==> src/rtl/snake_pkg.sv <==
//------------------------------------------------------------------------------
// snake_pkg : constants and helpers shared by the snake playfield blocks.
// Revision  : 1.0
//------------------------------------------------------------------------------
`default_nettype none

package snake_pkg;

  localparam int          COORD_W   = 4;
  localparam int          GRID_N    = 16;
  localparam int          LFSR_W    = 16;
  localparam logic [15:0] LFSR_SEED = 16'hACE1;
  // Taps at bits 15, 14, 12, 3 : x^16 + x^15 + x^13 + x^4 + 1
  localparam logic [15:0] LFSR_TAPS = 16'hD008;

  function automatic logic tap_feedback(input logic [15:0] state,
                                        input logic [15:0] taps);
    return ^(state & taps);
  endfunction

endpackage

`default_nettype wire

==> src/rtl/random_coordinate_if.sv <==
//------------------------------------------------------------------------------
// random_coordinate_if : row/column coordinate pair offered to the apple placer.
// Revision             : 1.0
//------------------------------------------------------------------------------
`default_nettype none

interface random_coordinate_if #(
  parameter int COORD_W = 4
);

  logic [COORD_W-1:0] x;
  logic [COORD_W-1:0] y;

  modport master (output x, output y);
  modport slave  (input  x, input  y);

endinterface

`default_nettype wire

==> src/rtl/lfsr16.sv <==
//------------------------------------------------------------------------------
// lfsr16 : free-running 16-bit Fibonacci LFSR with lock-up recovery.
// Revision : 1.0
//------------------------------------------------------------------------------
`default_nettype none

module lfsr16
  import snake_pkg::*;
#(
  parameter logic [15:0] SEED = LFSR_SEED,
  parameter logic [15:0] TAPS = LFSR_TAPS
) (
  input  wire logic        clk,
  input  wire logic        reset,
  output logic [15:0]      state
);

  logic [15:0] lfsr_q;
  logic [15:0] lfsr_d;

  // The all-zero state is a fixed point of the shift; reload the seed instead.
  always_comb begin
    lfsr_d = {lfsr_q[14:0], tap_feedback(lfsr_q, TAPS)};
    if (lfsr_q == 16'h0000) begin
      lfsr_d = SEED;
    end
  end

  always_ff @(posedge clk or posedge reset) begin
    if (reset) begin
      lfsr_q <= SEED;
    end else begin
      lfsr_q <= lfsr_d;
    end
  end

  assign state = lfsr_q;

endmodule

`default_nettype wire

==> src/rtl/random_coordinate.sv <==
//------------------------------------------------------------------------------
// random_coordinate : pseudo-random (x,y) source for the 16x16 playfield.
// Revision          : 1.0
//------------------------------------------------------------------------------
`default_nettype none

module random_coordinate
  import snake_pkg::*;
#(
  parameter logic [15:0] SEED    = LFSR_SEED,
  parameter int          COORD_W = snake_pkg::COORD_W
) (
  input  wire logic             clk,
  input  wire logic             reset,
  random_coordinate_if.master   coord
);

  logic [15:0] lfsr;
  logic        unused_bits;

  lfsr16 #(
    .SEED (SEED),
    .TAPS (LFSR_TAPS)
  ) u_lfsr (
    .clk   (clk),
    .reset (reset),
    .state (lfsr)
  );

  // Fields taken from separated nibbles so x and y are not trivially shifted.
  assign coord.x = lfsr[COORD_W-1:0];
  assign coord.y = lfsr[8 +: COORD_W];

  assign unused_bits = ^{lfsr[15:12], lfsr[7:4]};

endmodule

`default_nettype wire

==> src/flat_wrapper.sv <==
// flat-port wrapper written by rule: the top's interface ports become plain ports
module random_coordinate_flat import snake_pkg::*;
#(
  parameter logic [15:0] SEED    = LFSR_SEED,
  parameter int          COORD_W = snake_pkg::COORD_W
)
  (clk, reset, coord_x, coord_y);
  random_coordinate_if #(.COORD_W(COORD_W)) coord_i ();
  input  wire logic clk;
  input  wire logic reset;
  output wire logic [$bits(coord_i.x)-1:0] coord_x;
  output wire logic [$bits(coord_i.y)-1:0] coord_y;
  assign coord_x = coord_i.x;
  assign coord_y = coord_i.y;
  random_coordinate #(.SEED(SEED), .COORD_W(COORD_W)) u_core (.clk(clk), .reset(reset), .coord(coord_i));
endmodule
==> config.mk <==
export PLATFORM = sky130hd
export DESIGN_NAME = random_coordinate_flat
export DESIGN_NICKNAME = d
export VERILOG_FILES = /design/src/rtl/snake_pkg.sv /design/src/rtl/random_coordinate_if.sv /design/src/rtl/lfsr16.sv /design/src/rtl/random_coordinate.sv /design/src/flat_wrapper.sv
export SDC_FILE = /design/constraint.sdc
export NUM_CORES = 1
export LEC_CHECK = 0
export ABC_AREA = 1
export BUFFER_PORTS_ARGS = -buffer_cell sky130_fd_sc_hd__buf_2
export CAP_MARGIN = 20
export CORE_MARGIN = 2
export CORE_UTILIZATION = 47
export DETAILED_ROUTE_END_ITERATION = 10
export PLACE_DENSITY = 0.79
export SYNTH_ARGS = -nofsm -noshare
export SYNTH_HDL_FRONTEND = slang
export SYNTH_SLANG_ARGS = --single-unit
export TNS_END_PERCENT = 100
==> constraint.sdc <==
create_clock -name clk -period 1.2 [get_ports clk]
set_input_delay 0.06 -clock clk [delete_from_list [all_inputs] [get_ports clk]]
set_output_delay 0.06 -clock clk [all_outputs]
set_load 0.1 [all_outputs]
; Word level (Yosys, flattened, before mapping)
; Cells that the tools add are included.
[op_classes]
mux = 1
n_reduce_logical = 2
[op_table]
columns = op, n
row1 = $logic_not 16->1, 1
row2 = $mux 16, 1
row3 = $reduce_xor 16->1, 1
[word_totals]
regBits = 16
input_bits = 2
out_inout_bits = 8
word_cells = 4

; Depth between registers and ports, before layout
; Gate-level depths: netlist of the first run.
[logic_depth]
word_depth = 2
depth_mapped = 8
depth_no_buf = 8

; Worst setup path before layout of the first run
; OpenSTA, ideal clock, no wires.
[synth_timing]
path_kind = register -> register
start = register u_core.u_lfsr.lfsr_q[15] (netlist: u_core.u_lfsr.state[15])
end = register u_core.u_lfsr.lfsr_q[0] (netlist: u_core.u_lfsr.state[0])
setup_time_ns = 0.080
arrival_ns = 1.080
t_required_ns = 1.120
setup_slack_ns = 0.039
stages_incl_launch_ff = 9
n_path_buf = 0
period_less_slack_ns = 1.161
path_cell_list = dfstp_2 -> inv_1 -> ha_1 -> inv_1 -> nand2_1 -> nand2_1 -> nand2_1 -> nand2_1 -> nand2_1
[synth_between]
elab_chain_len = 2
word_cells_on_any_way = 3
classes_between = 1 x mux / 2 x reduce/logical
[synth_lines]
columns = element, line
row1 = start: declaration, lfsr16.sv:18  ; logic [15:0] lfsr_q;
row2 = start signal: assignment, lfsr16.sv:33  ; lfsr_q <= lfsr_d;
row3 = $reduce_xor 16->1 / $logic_not 16->1 (equally long branches), "snake_pkg.sv:18, lfsr16.sv:24"
row4 = $mux 16 *, lfsr16.sv:24  ; if (lfsr_q == 16'h0000) begin
row5 = net u_core.u_lfsr.lfsr_d[0], lfsr16.sv:19  ; logic [15:0] lfsr_d;
; Mark *: on every way through the listed nets, which the timed path passes. The rest lies on a longest branch.

; Worst setup path after layout of the first run
; Ends and elaborated chain as after synthesis.

==> results of run 1 <==
-- timing repair --
action	CTS	global route
pin swaps	1	3
endpoints found under the setup margin	1	4
hold buffers	1	0
endpoints found under the hold margin	8	0
resized for setup	2	6
-- worst paths after layout --
| path | from | endpoint |
|---|---|---|
| max in group asynchronous | reset | u_core.u_lfsr.state[13] |
| min in group clk | u_core.u_lfsr.state[13] | u_core.u_lfsr.state[14] |
| worst max-delay path | u_core.u_lfsr.state[15] | u_core.u_lfsr.state[0] |
| worst min register to register | u_core.u_lfsr.state[13] | u_core.u_lfsr.state[14] |
| worst min-delay path | reset | u_core.u_lfsr.state[8] |
| worst max register to register | u_core.u_lfsr.state[15] | u_core.u_lfsr.state[0] |
-- power groups by stage --
stage               Combinational, uW  Clock, uW  Sequential (uW)
global placement                 11.3          0              550
detailed placement               11.6          0              550
global route                     16.7        296              540
CTS                              14.1        274              540
finish                           13.7        255              540
floorplan                        7.91          0              550
-- critical path, cell delays in order, from the launching register on --
cell and delay (ns):
dfstp_2 0.53, inv_2 0.04, ha_4 0.26, inv_2 0.03
nand2_2 0.05, nand3b_1 0.08, nand2_1 0.07, nand2_1 0.06
-- per-stage QoR --
step | cell area (um^2) | std cells | hold slack, ns | total power (uW)
floorplan | 667 | 71 | -0.0320 | 558
global placement | 686 | 79 | 0.125 | 561
detailed placement | 686 | 79 | 0.135 | 561
CTS | 731 | 83 | 0.382 | 828
global route | 743 | 83 | 0.405 | 853
finish | 743 | 83 | 0.391 | 809
-- cell usage after synthesis --
master / n / area share
nand3b_1: 1 / 0.011
nand2_1: 17 / 0.096
dfstp_2: 8 / 0.32
clkbuf_1: 8 / 0.045
nor2_2: 2 / 0.019
nor2_1: 7 / 0.039
buf_4: 8 / 0.090
dfrtp_1: 8 / 0.30
inv_1: 10 / 0.056
ha_1: 1 / 0.019
nand2_2: 1 / 0.0094
-- logic make-up (layout without fill, tap and decap cells) --
family	after synthesis	in the layout	synth area share
flip-flops	16	16	0.615
buffers and inverters	26	23	0.191
adder cells (fa/ha/maj)	1	1	0.0188
AND/OR/NAND/NOR	28	28	0.174
-- metal layers --
metal	vias up	wire [um]	GRT usage
met5	-	0	0
met1	168	388	0.157
met3	2	49	0.0652
met2	9	376	0.188
met4	0	13	0.0581
li1	186	-	-
-- cell type report --
type / count / share of cell area
clock buffers: 3 / 0.0303
well taps: 15 / 0.0253
flip-flops and latches: 16 / 0.552
multi-input cells: 29 / 0.197
inverters: 10 / 0.0505
repair buffers: 10 / 0.145
==> impl_results.md, run 1 <==
* Vias in the first global route at around 380
* GPL Wtd Cong at roughly 0.74
* Final routed DRC violation total at 0
* CP Class: reg -> reg
* Final period utilization at 0.984
* Via count of the routed design at ~370
* Reg area at between 400 and 500 um^2
* Detailed router's first-iteration violation count at 2
* Synthesized cell area at ~670 um^2
* Actual slew at the worst max-slew pin at between 0.5 and 0.6 ns
* Area Growth Syn to Fin at 11.4%
* Avg WL per Cell at around 10 um
* Number of CTS-inserted buffers at 3
* Switching power at 149 uW
* Commonest non-fill, non-tap cell in the layout: nand2_1
* First-pass DRT Iterations at 2
* Ports at 10
* Post-layout min period at ~1.2 ns
* Worst-path fanout max at 2
* Routed wire length at about 830 um
* Leakage at approximately 0.00039 uW
* Initial Util at 0.506
* Startpoint types: register
* Worst R2R Setup Slack at roughly 0.019 ns
* Pint at ~660 uW
* Final setup skew at roughly 0.0019 ns
* Pins Over Slew Limit at 0
* Clk slew on worst S/H paths at 0.08 ns
* RSZ-0062 raised after global routing: true
* Gate power share at 0.017
* CP arrival at ~1.4 ns
* First-pass GRT wire length at between 1500 and 2000 um
* Post-synth net total at 74
* DRT antenna net count at 0
* Switching part of the total power at 0.185
* Overflow after GRT at 0
* Final core utilization at 0.564
* Min-delay worst type: in -> async
* Sequential Power Share at 0.668
* Critical path required time at 1.40 ns
* Total GRT Usage at 0.128
* Rel. slew slack at 0.620
* Ys Warns at 0
* Insertion delay to the later sink of the worst-skew pair at between 0.2 and 0.3 ns
* Outcome: finished clean
* Die area at 0.00174 mm^2
* CTS tree: done
* Final hold vios at 0
* Power Density at between 1000 and 1500 mW/mm^2
* Multi-input gate area at roughly 150 um^2
* Clk network pwr share at 0.315
* Final Setup Violations at 0
* Most frequent cells in the layout: 15 x nand2_1, 8 x inv_1, 8 x dfstp_2, 8 x dfrtp_1, 7 x nor2_1
* Port bufs at 9
* Hpwl dp at approximately 600 um
* CTS Sinks at 16
* Synth cell types at 11
* Fmax at 0.847 GHz
* Mean Syn Cell Area at between 9 and 10 um^2
* TNS Setup at 0 ns
* Die width at 41.7 um
* Via density at ~4.4
* Seq/Total Area, Yosys at 0.615
* Fillers at 114
* Nets at 73
* Largest net degree at the start of global routing at 17
* # H-tree levels at 1
* Max reg flops at 16
* Max_cap viols at 0
* Flops & latches, synth at 16
* Share of layout cells above drive strength 1 at 0.412
* Initial antenna violation count at 0
* Worst Setup End Kind: register
* Chip Height at 41.7 um
* Row cnt at 13
* Worst setup margin at 0.0187 ns
* Reg2reg path depth at 7
* Core area at between 0.001 and 0.0015 mm^2
* Total setup buffers inserted after CTS at 0
* Peak VDD IR at approximately 0.00080 V
* Diodes inserted at 0
* Clock buffer depth at 2
* Synthesized instance count at 71
* Clk root buf: clkbuf_4
* Pre-CTS WS at -0.0232 ns
Note: power is estimated with default switching activity, not from simulation.
==> run 2, diff against run 1 <==
--- a/config.mk
+++ b/config.mk
@@ -5,13 +5,13 @@
 export SDC_FILE = /design/constraint.sdc
 export NUM_CORES = 1
 export LEC_CHECK = 0
-export ABC_AREA = 1
 export BUFFER_PORTS_ARGS = -buffer_cell sky130_fd_sc_hd__buf_2
 export CAP_MARGIN = 20
 export CORE_MARGIN = 2
-export CORE_UTILIZATION = 47
+export CORE_UTILIZATION = 48
 export DETAILED_ROUTE_END_ITERATION = 10
-export PLACE_DENSITY = 0.79
+export PLACE_DENSITY = 0.8
+export SETUP_SLACK_MARGIN = 0.05
 export SYNTH_ARGS = -nofsm -noshare
 export SYNTH_HDL_FRONTEND = slang
 export SYNTH_SLANG_ARGS = --single-unit
==> run 2 against run 1 <==
Worst setup slack lost 0.34 ns; hold slack worse by 0.018 ns; largest power group unchanged; non-clock buffer count up 16; highest routed layer unchanged; core utilization grew 16 points; the run now ends with negative setup slack left.
==> impl_results.md, run 2 <==
* Outcome: finished, violations left
* Failing checks: negative setup slack
* Area Growth Syn to Fin at 42.2%
* Synth cell types at 14
* Post-synth top area share at 0.276
* Clk network pwr share at 0.388
* Clk slew on worst S/H paths at around 0.090 ns
* Worst R2R Setup Slack at -0.32 ns
* Max_cap viols at 0
* Detailed router's first-iteration violation count at 0
* Post-route design area at between 0.001 and 0.0015 mm^2
* Row cnt at 14
* Flops & latches, synth at 16
* Avg WL per Cell at roughly 16 um
* Post-synth net total at 62
* Clock buffer depth at 2
* Reg2reg path depth at 5
* Overflow after GRT at 0
* Pre-CTS WS at -0.383 ns
* TNS Setup at -2.44 ns
* Area contributors post-synth: dfstp_2 28%, dfrtp_1 26%, o41ai_2 17%
* Placed inst area at 927 um^2
* Largest net degree at the start of global routing at 17
* Mean Syn Cell Area at around 13 um^2
* # H-tree levels at 1
* Clk root buf: clkbuf_4
* Mux cell area share after synthesis at 0
* Startpoint types: register
* CP Class: reg -> reg
* Routed wire length at 1320 um
* DRT antenna net count at 0
* Total GRT Usage at 0.168
* Die width at ~44 um
* Share of layout cells above drive strength 1 at 0.739
* Vias in the first global route at between 400 and 500
* CTS Sinks at 16
* GPL Wtd Cong at ~0.71
* Seq/Total Area, Yosys at 0.539
* RSZ-0062 raised after global routing: true
* Switching part of the total power at 0.196
* Critical path required time at approximately 1.4 ns
* Post-layout min period at between 1.5 and 2 ns
* Rel. slew slack at 0.618
* Worst-path fanout max at 8
* First-pass GRT wire length at between 2000 and 2500 um
* Worst Setup End Kind: register
* Max reg flops at 16
* Top_reg_cell synth: dfstp_2
* Final Setup Violations at 8
* Pins Over Slew Limit at 0
* Peak VDD IR at around 0.0007 V
* Ys Warns at 0
* First-pass DRT Iterations at 1
* Insertion delay to the later sink of the worst-skew pair at 0.29 ns
* Fmax at 0.659 GHz
* Final routed DRC violation total at 0
* Top cells by count, synth: 9 x buf_4, 9 x clkbuf_1, 9 x inv_1
* Number of synthesized flops with an enable pin at 0
* Worst setup margin at -0.317 ns
* Synthesized instance count at 59
* Reg2Reg Launch Point: u_core.u_lfsr.state[14]
* CTS tree: done
* Min-delay worst type: in -> async
* CP arrival at roughly 1.7 ns
* Initial antenna violation count at 0
* Hpwl dp at slightly above 900 um
* Die area at 0.00192 mm^2
* Post-synthesis adder-cell area fraction at 0.0164
* Nets at 73
* Reg2reg end: u_core.u_lfsr.state[10]
* Actual slew at the worst max-slew pin at 0.572 ns
* Leakage at between 0.0005 and 0.0006 uW
* Async set-reset flop share out of synthesis at 1.00
* Via density at 5.13
* Final period utilization at 1.26
* Via count of the routed design at 436
* Ports at 10
* Core area at 0.00149 mm^2
* Gate power share at 0.015
* Synthesized cell area at between 700 and 800 um^2
* Pint at 729 uW
* Combinational family with the most area after synthesis: buffers and inverters
* XOR/XNOR share of the synthesized area at 0.0296
* Initial Util at 0.512
* Chip Height at ~44 um
* Final setup skew at a little over 0.007 ns
* Diodes inserted at 0
* Post-synthesis compound-gate area fraction at 0.171
* Number of CTS-inserted buffers at 3
* Switching power at about 180 uW
* Tot Pwr at 906 uW
* Simple-Gate Fraction of Synth Area at 0.0460
* Cell accounting for the most synthesized area: dfstp_2
* Power Density at approximately 840 mW/mm^2
* Sequential Power Share at 0.596
* Commonest non-fill, non-tap cell in the layout: buf_4
* Most frequent cells in the layout: 11 x buf_4, 8 x buf_12, 8 x dfstp_2, 8 x dfrtp_1, 7 x inv_1
* Final hold vios at 0
* Port bufs at 9
[run 2: logic make-up (layout without fill, tap and decap cells)]
group | Yosys count | after routing
compound gates | 8 | 8
fa+ha+maj | 1 | 1
xor+xnor | 1 | 1
buf+inv | 29 | 39
simple gates | 4 | 4
flops | 16 | 16
[run 2: final cells by class]
| class | count | area, um^2 |
|---|---|---|
| Fill cell | 86 | 405 |
| Sequential cell | 16 | 410 |
| Inverter | 9 | 33.8 |
| Clock buffer | 4 | 36.3 |
| Tap cell | 16 | 20.0 |
| Timing Repair Buffer | 26 | 318 |
| Multi-Input combinational cell | 14 | 265 |
[run 2: worst max-delay path by stage]
stage,cells past startpoint,from,end,slack [ns]
2_1_floorplan,5,u_core.u_lfsr.state[14],u_core.u_lfsr.state[0],-0.27
6_report,5,u_core.u_lfsr.state[14],u_core.u_lfsr.state[10],-0.32
4_1_cts,5,u_core.u_lfsr.state[14],u_core.u_lfsr.state[0],-0.31
3_5_place_dp,5,u_core.u_lfsr.state[14],u_core.u_lfsr.state[5],-0.38
5_1_grt,5,u_core.u_lfsr.state[14],u_core.u_lfsr.state[10],-0.36
3_3_place_gp,5,u_core.u_lfsr.state[14],u_core.u_lfsr.state[0],-0.33
[run 2: per-layer routing]
layer	up-vias	share of wire	GRT usage
met2	10	0.53	0.265
li1	203	-	-
met3	2	0.055	0.0875
met4	0	0.0068	0.0545
met1	221	0.41	0.198
met5	-	0	0
[run 2: timing repair]
item	4_1_cts	5_1_grt
endpoints found under the setup margin	11	11
endpoints found under the hold margin	8	0
pin swaps	9	0
hold buffers	1	0
buffers inserted	2	3
resized for setup	12	5
[run 2: critical path, stage by stage, from the launching register on]
cell and delay [ns]:
dfrtp_1 0.40, inv_2 0.08, ha_4 0.11, or4b_4 0.45, buf_8 0.17, o41ai_2 0.21
[run 2: power groups by stage]
stage	combinational [uW]	clock [uW]	sequential, uW
after floorplan	7.91	0	550
after global routing	16.6	402	541
after CTS	14.5	366	540
final	13.8	352	540
after global placement	11.5	0	550
after detailed placement	11.8	0	550
[run 2: per-stage QoR]
step	util	hold WS (ns)	cells
global placement	0.623	0.132	77
global route	0.728	0.418	85
floorplan	-	-0.0320	59
finish	0.728	0.373	85
detailed placement	0.623	0.141	77
CTS	0.705	0.383	84
